### src/rtl/cpu_muldiv_pkg.sv
// Shared opcode encodings, FSM state type and opcode-decode helpers for the
// MUL/DIV scheduler.
package cpu_muldiv_pkg;

  localparam int MD_OP_WIDTH = 3;

  localparam logic [2:0] MD_OP_MULW   = 3'd0;
  localparam logic [2:0] MD_OP_MULHW  = 3'd1;
  localparam logic [2:0] MD_OP_MULHWU = 3'd2;
  localparam logic [2:0] MD_OP_DIVW   = 3'd4;
  localparam logic [2:0] MD_OP_DIVUW  = 3'd5;
  localparam logic [2:0] MD_OP_MODW   = 3'd6;
  localparam logic [2:0] MD_OP_MODUW  = 3'd7;

  typedef enum logic [1:0] {
    ST_IDLE  = 2'd0,
    ST_ISSUE = 2'd1,
    ST_WAIT  = 2'd2,
    ST_RESP  = 2'd3
  } md_state_e;

  function automatic logic is_div(input logic [2:0] op);
    return op[2];
  endfunction

  function automatic logic is_mod(input logic [2:0] op);
    return op[2] & op[1];
  endfunction

  function automatic logic is_mul_high(input logic [2:0] op);
    return (op == MD_OP_MULHW) || (op == MD_OP_MULHWU);
  endfunction

  // Any opcode that is not a known unsigned form decodes as signed, so the
  // unused encoding 3 behaves exactly like MULW.
  function automatic logic op_signed(input logic [2:0] op);
    if (op[2]) begin
      return ~op[0];
    end
    return op != MD_OP_MULHWU;
  endfunction

endpackage

### src/rtl/muldiv_rr_arb.sv
// Two-way arbiter for the shared MUL/DIV units; round-robin on ties unless
// FIXED_PRIO pins the tie to pipe 0.
module muldiv_rr_arb #(
  parameter int FIXED_PRIO = 0
) (
  input  logic       clk,
  input  logic       rst,
  input  logic [1:0] req_i,
  input  logic       accept_i,
  output logic       gnt_valid_o,
  output logic       gnt_idx_o
);

  logic last_q;
  logic last_d;

  always_comb begin
    gnt_valid_o = |req_i;
    gnt_idx_o   = 1'b0;
    unique case (req_i)
      2'b01:   gnt_idx_o = 1'b0;
      2'b10:   gnt_idx_o = 1'b1;
      2'b11:   gnt_idx_o = (FIXED_PRIO != 0) ? 1'b0 : ~last_q;
      default: gnt_idx_o = 1'b0;
    endcase
  end

  assign last_d = accept_i ? gnt_idx_o : last_q;

  // last_q resets to pipe 1 so that pipe 0 wins the first tie.
  always_ff @(posedge clk) begin
    if (!rst) begin
      last_q <= 1'b1;
    end else begin
      last_q <= last_d;
    end
  end

endmodule

### src/rtl/muldiv_sched.sv
// Shares one multiplier and one divider between the two EX issue pipes:
// arbitrates requests, sequences the unit handshake and returns results.
module muldiv_sched
  import cpu_muldiv_pkg::*;
#(
  parameter int FIXED_PRIO = 0,
  parameter int MD_OP_W    = MD_OP_WIDTH
) (
  input  logic                    clk,
  input  logic                    rst,
  input  logic [1:0]              req_valid_i,
  input  logic [1:0][MD_OP_W-1:0] req_op_i,
  input  logic [1:0][31:0]        req_src1_i,
  input  logic [1:0][31:0]        req_src2_i,
  input  logic [1:0]              flush_i,
  output logic [1:0]              done_o,
  output logic [31:0]             result_o,
  output logic                    busy_o,
  output logic                    owner_o,
  output logic                    mul_start_o,
  output logic                    mul_signed_o,
  output logic [31:0]             mul_data1_o,
  output logic [31:0]             mul_data2_o,
  input  logic                    mul_done_i,
  input  logic [63:0]             mul_result_i,
  output logic                    div_start_o,
  output logic                    div_signed_o,
  output logic [31:0]             div_dividend_o,
  output logic [31:0]             div_divisor_o,
  input  logic                    div_done_i,
  input  logic [31:0]             div_quotient_i,
  input  logic [31:0]             div_remainder_i
);

  md_state_e          state_q, state_d;
  logic               owner_q, owner_d;
  logic               killed_q, killed_d;
  logic [MD_OP_W-1:0] op_q, op_d;
  logic [31:0]        src1_q, src1_d;
  logic [31:0]        src2_q, src2_d;
  logic [31:0]        result_q, result_d;

  logic [1:0]         eligible;
  logic               gnt_valid;
  logic               gnt_idx;
  logic               grant_accept;
  logic [MD_OP_W-1:0] gnt_op;
  logic [31:0]        gnt_src1;
  logic [31:0]        gnt_src2;
  logic               flush_own;
  logic               kill_now;
  logic               op_is_div;
  logic               unit_done;
  logic [31:0]        unit_result;
  logic               busy;

  assign eligible     = req_valid_i & ~flush_i;
  assign grant_accept = (state_q == ST_IDLE) && gnt_valid;

  muldiv_rr_arb #(
    .FIXED_PRIO (FIXED_PRIO)
  ) u_arb (
    .clk         (clk),
    .rst         (rst),
    .req_i       (eligible),
    .accept_i    (grant_accept),
    .gnt_valid_o (gnt_valid),
    .gnt_idx_o   (gnt_idx)
  );

  assign gnt_op    = req_op_i[gnt_idx];
  assign gnt_src1  = req_src1_i[gnt_idx];
  assign gnt_src2  = req_src2_i[gnt_idx];
  assign flush_own = flush_i[owner_q];
  assign kill_now  = killed_q | flush_own;
  assign op_is_div = is_div(op_q[2:0]);
  // Only the unit that was started can complete this request.
  assign unit_done = op_is_div ? div_done_i : mul_done_i;

  always_comb begin
    unit_result = mul_result_i[31:0];
    if (op_is_div) begin
      unit_result = is_mod(op_q[2:0]) ? div_remainder_i : div_quotient_i;
    end else if (is_mul_high(op_q[2:0])) begin
      unit_result = mul_result_i[63:32];
    end
  end

  always_ff @(posedge clk) begin
    if (!rst) begin
      state_q  <= ST_IDLE;
      owner_q  <= 1'b0;
      killed_q <= 1'b0;
      op_q     <= '0;
      src1_q   <= '0;
      src2_q   <= '0;
      result_q <= '0;
    end else begin
      state_q  <= state_d;
      owner_q  <= owner_d;
      killed_q <= killed_d;
      op_q     <= op_d;
      src1_q   <= src1_d;
      src2_q   <= src2_d;
      result_q <= result_d;
    end
  end

  always_comb begin
    state_d  = state_q;
    owner_d  = owner_q;
    killed_d = killed_q;
    op_d     = op_q;
    src1_d   = src1_q;
    src2_d   = src2_q;
    result_d = result_q;
    unique case (state_q)
      ST_IDLE: begin
        if (gnt_valid) begin
          owner_d  = gnt_idx;
          op_d     = gnt_op;
          src1_d   = gnt_src1;
          src2_d   = gnt_src2;
          killed_d = 1'b0;
          // Divide-by-zero never reaches the divider: answer is known now.
          if (is_div(gnt_op[2:0]) && (gnt_src2 == 32'd0)) begin
            result_d = is_mod(gnt_op[2:0]) ? gnt_src1 : 32'd0;
            state_d  = ST_RESP;
          end else begin
            state_d  = ST_ISSUE;
          end
        end
      end
      ST_ISSUE: begin
        killed_d = kill_now;
        state_d  = ST_WAIT;
      end
      ST_WAIT: begin
        if (unit_done) begin
          result_d = unit_result;
          killed_d = 1'b0;
          state_d  = kill_now ? ST_IDLE : ST_RESP;
        end else begin
          killed_d = kill_now;
        end
      end
      ST_RESP: begin
        state_d = ST_IDLE;
      end
      default: begin
        state_d = ST_IDLE;
      end
    endcase
  end

  assign busy = (state_q != ST_IDLE);

  always_comb begin
    busy_o         = busy;
    owner_o        = owner_q;
    mul_start_o    = (state_q == ST_ISSUE) && !op_is_div;
    div_start_o    = (state_q == ST_ISSUE) && op_is_div;
    mul_signed_o   = busy && !op_is_div && op_signed(op_q[2:0]);
    div_signed_o   = busy && op_is_div && op_signed(op_q[2:0]);
    mul_data1_o    = src1_q;
    mul_data2_o    = src2_q;
    div_dividend_o = src1_q;
    div_divisor_o  = src2_q;
    result_o       = result_q;
    done_o         = 2'b00;
    if ((state_q == ST_RESP) && !flush_own) begin
      done_o[owner_q] = 1'b1;
    end
  end

endmodule

### config.mk
export PLATFORM = sky130hd
export DESIGN_NAME = muldiv_sched
export DESIGN_NICKNAME = d
export VERILOG_FILES = /design/src/rtl/cpu_muldiv_pkg.sv /design/src/rtl/muldiv_rr_arb.sv /design/src/rtl/muldiv_sched.sv
export SDC_FILE = /design/constraint.sdc
export NUM_CORES = 1
export LEC_CHECK = 0
export BUFFER_PORTS_ARGS = -buffer_cell sky130_fd_sc_hd__buf_2
export CAP_MARGIN = 20
export CORE_AREA = 4 4 169 171
export CTS_BUF_LIST = sky130_fd_sc_hd__clkbuf_8
export DETAILED_ROUTE_END_ITERATION = 8
export DIE_AREA = 0 0 173 175
export PLACE_DENSITY = 0.52
export RECOVER_POWER = 50
export SLEW_MARGIN = 20
export SYNTH_ARGS = -nofsm -noshare
export SYNTH_HDL_FRONTEND = slang
export SYNTH_SLANG_ARGS = --single-unit
export TNS_END_PERCENT = 10
### constraint.sdc
create_clock -name clk -period 3.05 [get_ports clk]
set_input_delay 0.4575 -clock clk [delete_from_list [all_inputs] [get_ports clk]]
set_output_delay 0.4575 -clock clk [all_outputs]
set_load 0.1 [all_outputs]
==> results.json <==
{
  "cts-root-buf": "clkbuf_8",
  "layout_min_cycle_time_ps": 2418,
  "grtUsageTotal_pct": 18.92,
  "crit_path_end_kind": "flip-flop",
  "die_x_um": 173,
  "worstMarginPinSlew_ps": 1301,
  "htree_levels": 3,
  "status": "finished, final reports clean",
  "place_hpwl_um": 23540,
  "die_h_um": 175,
  "slew-limit-headroom_pct": 13.64,
  "final_antenna_net_count": 0,
  "cts-resized-gates": 0,
  "portBuffers": 437,
  "maxSlewViolCount": 0,
  "start_util_pct": 26.38,
  "seq_area_frac_synth_pct": 29.36,
  "drive_gt1_share_pct": 31.24,
  "clock_path_buffers": 2,
  "synth_edf_count": 0,
  "syn-instance-count": 922,
  "antenna_found_initial": 2,
  "p_total_w": 0.005616,
  "postCtsSetupRepairBufs": 0,
  "max_freq_mhz": 413.6,
  "syn_area_per_cell_um2": 7.690,
  "whs_ps": 422.7,
  "setup_viol": 0,
  "multiInputGateArea_mm2": 0.004145,
  "hold_buffers": 0,
  "max-vdd-ir-drop_mv": 0.4826,
  "drtIter0Drc": 400,
  "clock-sinks": 104,
  "cp_data_required_time_ps": 3320,
  "skew_ps": 21.39,
  "hold_viol_final": 0,
  "syn2layout_area_growth_pct": 28.36,
  "cts_inserted_buffers": 9,
  "synthArstFlopShare_pct": 0,
  "wl_per_cell_um": 19.17,
  "cts_tree": "yes",
  "clock_latency_ps": 390,
  "vias_per_cell": 4.936,
  "pwr_density_cell_mw_per_mm2": 617.1,
  "startpoint_type": "flip-flop",
  "criticalPathCategory": "flip-flop to flip-flop",
  "clk_pin_slew_worst_paths_ps": 120,
  "placed_cells": 1570,
  "yosysWarnings": 0,
  "drtPass1Iterations": 7,
  "fin_nets": 1514,
  "register_area_mm2": 0.002085,
  "design.die.area_mm2": 0.03028,
  "placementRows": 60,
  "p_leak_nw": 4.605,
  "drt_wl_total_um": 30440,
  "synth-main-ff-cell": "dfxtp_1",
  "overflow": 0,
  "critPathArrivalTime_ps": 2690,
  "stdcell_count": 1588,
  "critPathMaxFanout": 36,
  "rsz0062_at_grt": "false",
  "hold_class": "input pin to flip-flop",
  "place_congestion": 0.8473,
  "syn_nets": 1196,
  "core_area_mm2": 0.02688,
  "grt_pass1_vias": 7528,
  "synth_cell_types": 38,
  "vias": 7838,
  "ios": 438,
  "final_core_util_pct": 33.86,
  "syn_area_mm2": 0.007091,
  "drc": 0,
  "nFillCells": 3008,
  "finalCritPeriodShare_pct": 79.27,
  "grt_start_max_net_pins": 100,
  "drv_cap": 0,
  "grt_pass1_wl_um": 45190,
  "synth_seq_cells": 104
}
-- worst max-delay path, stage by stage, from the launching register on --
cell and delay [ps]:
dfxtp_1 420, xnor2_4 820, buf_4 370, nor2b_1 70, a211oi_1 210, a21oi_1 80, a21oi_1 240, a21oi_2 80
-- synthesized netlist by cell type, types with 2 or more instances --
cell type | n | area (um^2)
nor2b_1 | 36 | 225.2
o21ai_0 | 2 | 10.01
nor4_1 | 11 | 68.82
mux2i_1 | 34 | 340.3
buf_1 | 3 | 11.26
nand2_1 | 175 | 656.9
dfxtp_1 | 104 | 2082
a211oi_1 | 32 | 240.2
nand3_1 | 134 | 670.6
o211a_1 | 67 | 670.6
inv_1 | 4 | 15.01
o31ai_1 | 34 | 255.2
clkbuf_1 | 52 | 195.2
nor4_2 | 2 | 25.02
buf_4 | 65 | 488.0
nor3b_1 | 4 | 30.03
buf_12 | 3 | 60.06
a21oi_2 | 31 | 271.5
buf_2 | 25 | 125.1
a21oi_1 | 69 | 345.3
ha_1 | 4 | 50.05
buf_6 | 2 | 22.52
nor4b_2 | 2 | 30.03
nor2_1 | 11 | 41.29
and2_1 | 3 | 18.77
-- state kept, by name (all words and copies together), names as in the netlist --
register and cells:
killed_q 1, state_q 2, op_q 3, owner_o 1, div_divisor_o 32, result_o 32, div_dividend_o 32, u_arb.last_q 1
-- area by class of cell --
cell class | instances | share of cell area (%)
Antenna cell | 2 | 0.05499
Clock inverter | 5 | 0.4262
Clock buffer | 11 | 1.663
Timing Repair Buffer | 457 | 24.55
Tap cell | 341 | 4.688
Multi-Input combinational cell | 664 | 45.55
Sequential cell | 104 | 22.90
Inverter | 4 | 0.1650
-- placed cells by master, fill, tap and decap left out, types with 2 or more instances in the layout --
master,netlist,layout
diode_2,0,2
mux2i_1,34,34
a21oi_1,69,69
a211oi_1,32,32
nor2_4,0,3
clkinv_4,0,2
o21ai_0,2,2
nor4_2,2,2
buf_4,65,16
dfxtp_1,104,102
nor3b_2,0,2
nand2_1,175,174
nor2_1,11,8
clkbuf_1,52,134
nand3_1,134,134
ha_1,4,4
inv_1,4,5
o31ai_1,34,34
nor2b_1,36,36
dfxtp_2,0,2
nor4b_2,2,2
inv_6,0,2
a21oi_2,31,31
buf_12,3,5
nor3b_1,4,2
nor4_1,11,11
clkbuf_8,0,11
buf_2,25,302
o211a_1,67,67
-- per-layer routing --
layer | GRT usage (%) | up-vias | routed length [um]
met2 | 31.16 | 337 | 14280
met3 | 3.959 | 29 | 2206
met5 | 0 | - | 0
met4 | 6.485 | 0 | 746
li1 | - | 3859 | -
met1 | 24.67 | 3613 | 13200
-- logic make-up after synthesis --
family	after synthesis	synth area share [%]
simple gates	387	26.29
compound gates	237	25.52
buf+inv	154	12.93
flops	104	29.36
mux	35	4.959
fa+ha+maj	4	0.7059
xor+xnor	1	0.2295
-- where the power goes --
part / switching, W / total [W] / internal [W]
Sequential: 0.000125 / 0.00161 / 0.00149
Clock: 0.000543 / 0.000893 / 0.000350
Combinational: 0.00251 / 0.00311 / 0.000596
-- through the flow --
step           cell area (um^2)  setup slack (ps)  setup TNS, ps
2_1_floorplan              7096            -419.5         -767.7
3_3_place_gp               9074             496.9              0
3_5_place_dp               9074             482.8              0
4_1_cts                    9264             634.4              0
5_1_grt                    9101             448.3              0
6_report                   9101             632.1              0
-- worst paths after layout --
path | start | slack [ps] | end | depth (start not counted)
max | op_q[0] | 630 | result_o[17] | 7
min | req_src1_i[57] | 420 | div_dividend_o[25] | 4
max reg2reg | op_q[0] | 630 | result_o[17] | 7
min reg2reg | killed_q | 500 | killed_q | 2
Power figures use the tool's default switching activity.
